### src/rtl/mul_operand_sequencer.sv
// Operand sequencer for a shift-add multiplier: buffers operand pairs in a 2-deep FIFO,
// issues start/A/B to the multiplier, then waits for done (or timeout) and holds the result.
module mul_operand_sequencer #(
   parameter int TIMEOUT = 70000
) (
   input  logic        clk,
   input  logic        rst_n,
   input  logic        op_valid,
   input  logic [15:0] op_a,
   input  logic [15:0] op_b,
   output logic        op_ready,
   output logic        start,
   output logic [15:0] data_in,
   input  logic        done,
   input  logic [15:0] product,
   output logic        res_valid,
   output logic [15:0] res_data,
   output logic        res_err,
   input  logic        res_ready,
   output logic [2:0]  dbg_state
);

   typedef enum logic [2:0] {
      IDLE   = 3'd0,
      START  = 3'd1,
      LOAD_A = 3'd2,
      LOAD_B = 3'd3,
      WAIT   = 3'd4,
      RESULT = 3'd5
   } state_t;

   localparam logic [16:0] TIMEOUT_CNT = 17'(TIMEOUT);

   state_t      state_q, state_d;
   logic [1:0]  count_q, count_d;
   logic        rd_ptr_q, rd_ptr_d;
   logic        wr_ptr_q, wr_ptr_d;
   logic [31:0] mem_q [2];
   logic [31:0] mem_d [2];
   logic [15:0] a_q, a_d;
   logic [15:0] b_q, b_d;
   logic [16:0] wait_cnt_q, wait_cnt_d;
   logic        start_q, start_d;
   logic [15:0] data_in_q, data_in_d;
   logic        res_valid_q, res_valid_d;
   logic [15:0] res_data_q, res_data_d;
   logic        res_err_q, res_err_d;
   logic        push, pop;

   // op_ready depends only on the registered count, never on this cycle's pop.
   assign op_ready  = (count_q != 2'd2);
   assign start     = start_q;
   assign data_in   = data_in_q;
   assign res_valid = res_valid_q;
   assign res_data  = res_data_q;
   assign res_err   = res_err_q;
   assign dbg_state = state_q;

   always_comb begin
      state_d     = state_q;
      count_d     = count_q;
      rd_ptr_d    = rd_ptr_q;
      wr_ptr_d    = wr_ptr_q;
      mem_d       = mem_q;
      a_d         = a_q;
      b_d         = b_q;
      wait_cnt_d  = wait_cnt_q;
      start_d     = 1'b0;
      data_in_d   = 16'h0000;
      res_valid_d = res_valid_q;
      res_data_d  = res_data_q;
      res_err_d   = res_err_q;

      push = op_valid && (count_q != 2'd2);
      pop  = (state_q == IDLE) && (count_q != 2'd0);

      if (push) begin
         mem_d[wr_ptr_q] = {op_a, op_b};
         wr_ptr_d        = ~wr_ptr_q;
      end
      if (pop) begin
         {a_d, b_d} = mem_q[rd_ptr_q];
         rd_ptr_d   = ~rd_ptr_q;
      end
      case ({push, pop})
         2'b10:   count_d = count_q + 2'd1;
         2'b01:   count_d = count_q - 2'd1;
         default: count_d = count_q;
      endcase

      case (state_q)
         IDLE: begin
            if (pop) begin
               state_d = START;
               start_d = 1'b1;
            end
         end
         START: begin
            state_d   = LOAD_A;
            data_in_d = a_q;
         end
         LOAD_A: begin
            state_d   = LOAD_B;
            data_in_d = b_q;
         end
         LOAD_B: begin
            state_d    = WAIT;
            wait_cnt_d = 17'd0;
         end
         WAIT: begin
            // done wins over an abort that would fire in the same cycle.
            if (done) begin
               res_data_d  = product;
               res_err_d   = 1'b0;
               res_valid_d = 1'b1;
               state_d     = RESULT;
            end else if (wait_cnt_q == TIMEOUT_CNT) begin
               res_data_d  = 16'hFFFF;
               res_err_d   = 1'b1;
               res_valid_d = 1'b1;
               state_d     = RESULT;
            end else begin
               wait_cnt_d = wait_cnt_q + 17'd1;
            end
         end
         RESULT: begin
            if (res_ready) begin
               res_valid_d = 1'b0;
               state_d     = IDLE;
            end
         end
         default: state_d = IDLE;
      endcase
   end

   always_ff @(posedge clk or negedge rst_n) begin
      if (!rst_n) begin
         state_q     <= IDLE;
         count_q     <= 2'd0;
         rd_ptr_q    <= 1'b0;
         wr_ptr_q    <= 1'b0;
         mem_q       <= '{default: '0};
         a_q         <= 16'h0000;
         b_q         <= 16'h0000;
         wait_cnt_q  <= 17'd0;
         start_q     <= 1'b0;
         data_in_q   <= 16'h0000;
         res_valid_q <= 1'b0;
         res_data_q  <= 16'h0000;
         res_err_q   <= 1'b0;
      end else begin
         state_q     <= state_d;
         count_q     <= count_d;
         rd_ptr_q    <= rd_ptr_d;
         wr_ptr_q    <= wr_ptr_d;
         mem_q       <= mem_d;
         a_q         <= a_d;
         b_q         <= b_d;
         wait_cnt_q  <= wait_cnt_d;
         start_q     <= start_d;
         data_in_q   <= data_in_d;
         res_valid_q <= res_valid_d;
         res_data_q  <= res_data_d;
         res_err_q   <= res_err_d;
      end
   end

endmodule

### config.mk
export PLATFORM = sky130hd
export DESIGN_NAME = mul_operand_sequencer
export DESIGN_NICKNAME = d
export VERILOG_FILES = /design/src/rtl/mul_operand_sequencer.sv
export SDC_FILE = /design/constraint.sdc
export NUM_CORES = 1
export LEC_CHECK = 0
export CORE_ASPECT_RATIO = 1.25
export CORE_UTILIZATION = 61
export CTS_BUF_LIST = sky130_fd_sc_hd__clkbuf_4 sky130_fd_sc_hd__clkbuf_8
export DETAILED_ROUTE_END_ITERATION = 7
export PLACE_DENSITY = 0.94
export SLEW_MARGIN = 20
export SYNTH_ARGS = -nofsm -noshare
export SYNTH_HDL_FRONTEND = slang
export SYNTH_SLANG_ARGS = --single-unit
### constraint.sdc
create_clock -name clk -period 4.15 [get_ports clk]
set_clock_uncertainty 0.15 [all_clocks]
set_input_delay 0.415 -clock clk [delete_from_list [all_inputs] [get_ports clk]]
set_output_delay 0.415 -clock clk [all_outputs]
set_load 0.1 [all_outputs]
== Word level (Yosys, flattened, before mapping) ==
Cells that the tools add are included.
Word-level totals
  word-level logic and storage cells: 76
  output and inout port bits: 39
  register bits after elaboration: 155
Operators by class
  mux-type cells: 25
  add/subtract/negate cells: 3
  reduce and logical (&&, ||, !) cells: 13
  $lt $le $gt $ge: 3
  bitwise gates (word level): 4
  equality and inequality tests: 14
Operator list (count)
  32-bit two-way mux: 4
  64-bit bitwise mux: 1
  17-bit two-way mux: 2
  17-bit case mux with 2 select lines: 1
  32-bit demux with 1-bit select: 1
  16-bit two-way mux: 2
  16-bit case mux with 2 select lines: 1
  3-bit case mux with 6 select lines: 1
  17-bit by 1-bit adder with 17-bit output, second input constant: 1
  17-bit equality test, second input constant: 1
  3-bit two-way mux: 4
  2-bit inequality test, second input constant: 5
  2-bit nonzero test: 5
  3-bit AND reduction: 3
  3-bit by 2-bit equality test with 1-bit output, second input constant: 2
  3-bit equality test, second input constant: 2
  1-bit two-way mux: 6
  2-bit greater-or-equal comparator, second input constant: 2
  1-bit NOT with 2-bit output: 2
  2-bit case mux with 2 select lines: 1
  3-bit by 1-bit equality test with 1-bit output, second input constant: 1
  1-bit logical AND: 3
  3-bit zero test: 1
  3-bit inequality test, second input constant: 1
  8 further kinds: 9

== Longest topological paths before layout ==
  word-level depth: 6
  depth in mapped cells: 10
  gate-level depth less buffers: 7

== Least setup slack after synthesis ==
OpenSTA, ideal clock, no wires.
  kind: register -> register
  start: reg state_q[0], in the netlist dbg_state[0]
  end: reg count_q[1]
  slack: 1.436 ns
  library setup time: 0.079 ns
  arrival: 2.485 ns
  cell stages (with the launch flop): 10
  required time: 3.921 ns
  clock period less this slack: 2.714 ns
  path through: dfrtp_1 > clkbuf_1 > nor3_1 > o21ai_0 > clkbuf_1 > buf_2 > inv_1 > ha_1 > nor2_1 > xor2_1
Between the ends
  word-level cells in the longest chain between the ends: 4
  elaborated cells on any way between the ends: 6
  classes of those cells: eq/ne (2); mux (1); reduce/logical (3)
Ends and longest elaborated chain
  from (decl): line 34  | state_t state_q, state_d;
  from (signal assigned): line 152  | state_q <= state_d;
  3-bit zero test (*): line 75  | pop = (state_q == IDLE) && (count_q != 2'd0);
  1-bit logical AND (*): line 75
  via pop: line 48  | logic push, pop;
  2-bit by 1-bit equality test with 1-bit output or 2-bit equality test (tied branches): line 85  | case ({push, pop})
  2-bit case mux with 2 select lines or 2-bit nonzero test (tied branches)
  to (signal assigned): line 153  | count_q <= count_d;
  to (decl): line 35  | logic [1:0] count_q, count_d;
The timed path passes the listed nets; every way through them passes the cells marked *.
A chain may end at the register's enable or synchronous reset.

== Worst setup path after layout ==
  start: reg state_q[2], in the netlist dbg_state[2]
  end: out dbg_state[2]
RTL lines
  to (decl): line 20  | output logic [2:0] dbg_state
No word-level cell between the ends.

==> flow_summary.toml <==
[status]
status = "complete, no violations"

[cts]
cts_tree = "done"
worstSkewPairLatency_ns = 0.46
clkSinkCount = 155
clockBufferDepth = 2
cts.clk_slew.worst_paths_ns = 0.08
post_cts_resized = 0
cts_buffers = 17
htreeDepth = 4
postCtsSetupBuffers = 0
root_buffer = "clkbuf_8"

[min_path]
hold_end = "b_q[6]"
hold_class = "reg2reg"
holdPathStages = 2
min-delay-start = "b_q[6]"

[setup_path]
cp_num_buf_inv = 1
timing.rr.start = "dbg_state[2]"
worstSetupEndpointType = "output pin"
crit_type = "reg2out"
r2r_end = "res_data[9]"
cpPeakStageDelay_ns = 1.22
ff2ff_setup_slack_ns = 1.67
crit_fanout = 10
worstPathArrival_ns = 2.30
startpoint_type = "flop"
path_cells = "clkdlybuf4s50_1"
crit_slowest_cell = "clkdlybuf4s50_1"
cp_top_family = "buffers and inverters"
crit_required_ns = 3.59
r2r_cells = 4

[pwr]
p_leak_uw = 0.00343
p_per_area_nw_per_um2 = 924
vdd_drop_max_mv = 0.465

[route]
wl_per_cell_um = 19.7
drt_iter0_drc = 267
viasPerCell = 6.04
first_pass_iters = 4
vias = 4402
ant_nets = 0
wirelength_um = 14300
drc_errors = 0

[floorplanning]
die_y_um = 118
die_area_um2 = 11100
core_um2 = 10300
io_pins = 92
start_util = 0.635
fp-row-count = 41
fp.dieW_um = 94.4

[placement]
portBuffers = 91
placed_cells_incl_taps = 696
dp_hpwl_um = 9680
gp_congestion = 0.844

[logic_synthesis]
ys_seq_elements = 155
netlist_area_um2 = 6520
synth.avg_cell_area_um2 = 13.1
synthTopCellsByArea = "dfrtp_1 60%, mux2_2 11%, mux2i_1 5.8%, o21ai_0 3.2%, nand2_1 2.8%"
yosysTopAreaCell = "dfrtp_1"
yosysMostFrequentCell = "dfrtp_1"
synth_edf_count = 0
async_flop_share = 1.00
ys_seq_area_frac = 0.595
synthTopCellsByCount = "155 x dfrtp_1, 64 x mux2_2, 48 x nand2_1, 42 x o21ai_0, 38 x mux2i_1"
ys_warn_count = 0
syn_inst = 499
synth.top_cell.area_share = 0.595
ys_types = 49
synth_ff_type = "dfrtp_1"
synth_fp_nets = 555

[global_routing]
antenna_found_initial = 0
met3_usage = 0.0594
grt_first_pass_wirelength_um = 23200
grt_pass1_vias = 4546
overflow = 0
busiest_layer = "met2"
grt_max_degree = 110
gr-usage-met1 = 0.341
grt_usage = 0.280
use_met2 = 0.469

[final_layout]
instances_no_fill = 729
n_fill_cell = 613
area_delta_synth_final_pct = 22.0
layout-drive-gt1-share = 0.205
diodes = 0
final_util = 0.775
nets = 643
ff_latch_area_um2 = 3880
multi_input_area_um2 = 2470

[flow_run]
cap_viol_max_count = 0

[timing]
tightest_slew_ns = 1.15
finalHoldViolations = 0
fmax_mhz = 349
fin_crit_ns = 2.87
slew_viol_final = 0
max_slew_margin = 0.230
fin_tns_setup_ns = 0
finalCritPeriodShare = 0.691
rsz0062_at_grt = "false"
setup-violations-final = 0
[cells in the final DEF (no fill, tap or decap), types with 8 or more instances in the layout]
cell and n:
mux2i_1 38, a22o_1 16, nand4_1 8, clkbuf_8 18, clkdlybuf4s50_1 90, dfrtp_1 154, mux2_2 64, nand2_1 48
nor2_1 8, o22a_1 16, o21ai_0 41, nand3_1 8
[how the worst max path moves through the flow]
stage	end	cells after the start	from	slack, ns
after global placement	op_ready	2	count_q[0]	1.81
final	dbg_state[2]	1	dbg_state[2]	1.28
after detailed placement	res_data[9]	4	dbg_state[2]	1.75
after CTS	op_ready	2	count_q[0]	1.28
after global routing	dbg_state[2]	1	dbg_state[2]	1.21
after floorplan	count_q[1]	9	dbg_state[0]	1.44
[layout make-up]
type | count | share of cell area
inverters | 7 | 0.00330
flip-flops and latches | 155 | 0.488
repair buffers | 97 | 0.121
clock inverters | 12 | 0.0245
well taps | 129 | 0.0203
clock buffers | 20 | 0.0330
multi-input cells | 309 | 0.310
[routing by layer]
metal	routed length, um	up-vias
li1	-	1974
met1	5510	2226
met2	7580	166
met3	781	36
met4	483	0
met5	0	-
[sequential cells by signal, indices dropped and copies added (netlist names)]
signal,cells
mem_q,64
wait_cnt_q,17
a_q,16
b_q,16
data_in,16
res_data,16
dbg_state,3
count_q,2
rd_ptr_q,1
res_err,1
res_valid,1
start,1
wr_ptr_q,1
[timing repair]
item / in CTS / in global routing
setup endpoints to repair: 0 / 0
hold buffers: 1 / 0
hold endpoints to repair: 107 / 0
[through the flow]
| step | instance area (um^2) | setup WS (ns) | hold WS [ns] | power, uW |
|---|---|---|---|---|
| global route | 7950 | 1.21 | 0.352 | 7690 |
| detailed placement | 7480 | 1.75 | 0.323 | 6070 |
| floorplan | 6520 | 1.44 | -0.0306 | 5170 |
| CTS | 7950 | 1.28 | 0.341 | 7370 |
| global placement | 7480 | 1.81 | 0.317 | 5880 |
| finish | 7950 | 1.28 | 0.342 | 7350 |
[power breakdown]
part           switching [uW]  internal (uW)
clock network             533            742
registers                 528           2200
logic                    2220           1130
[cells by family (layout without fill, tap and decap cells)]
kind of cell	count (synthesis)	after routing	share of synthesized area
flops	155	155	0.595
mux	102	102	0.169
simple gates	101	101	0.0853
compound gates	98	98	0.109
buf+inv	35	136	0.0292
xor+xnor	5	5	0.00672
fa+ha+maj	3	3	0.00576
Note: power is estimated with default switching activity, not from simulation.
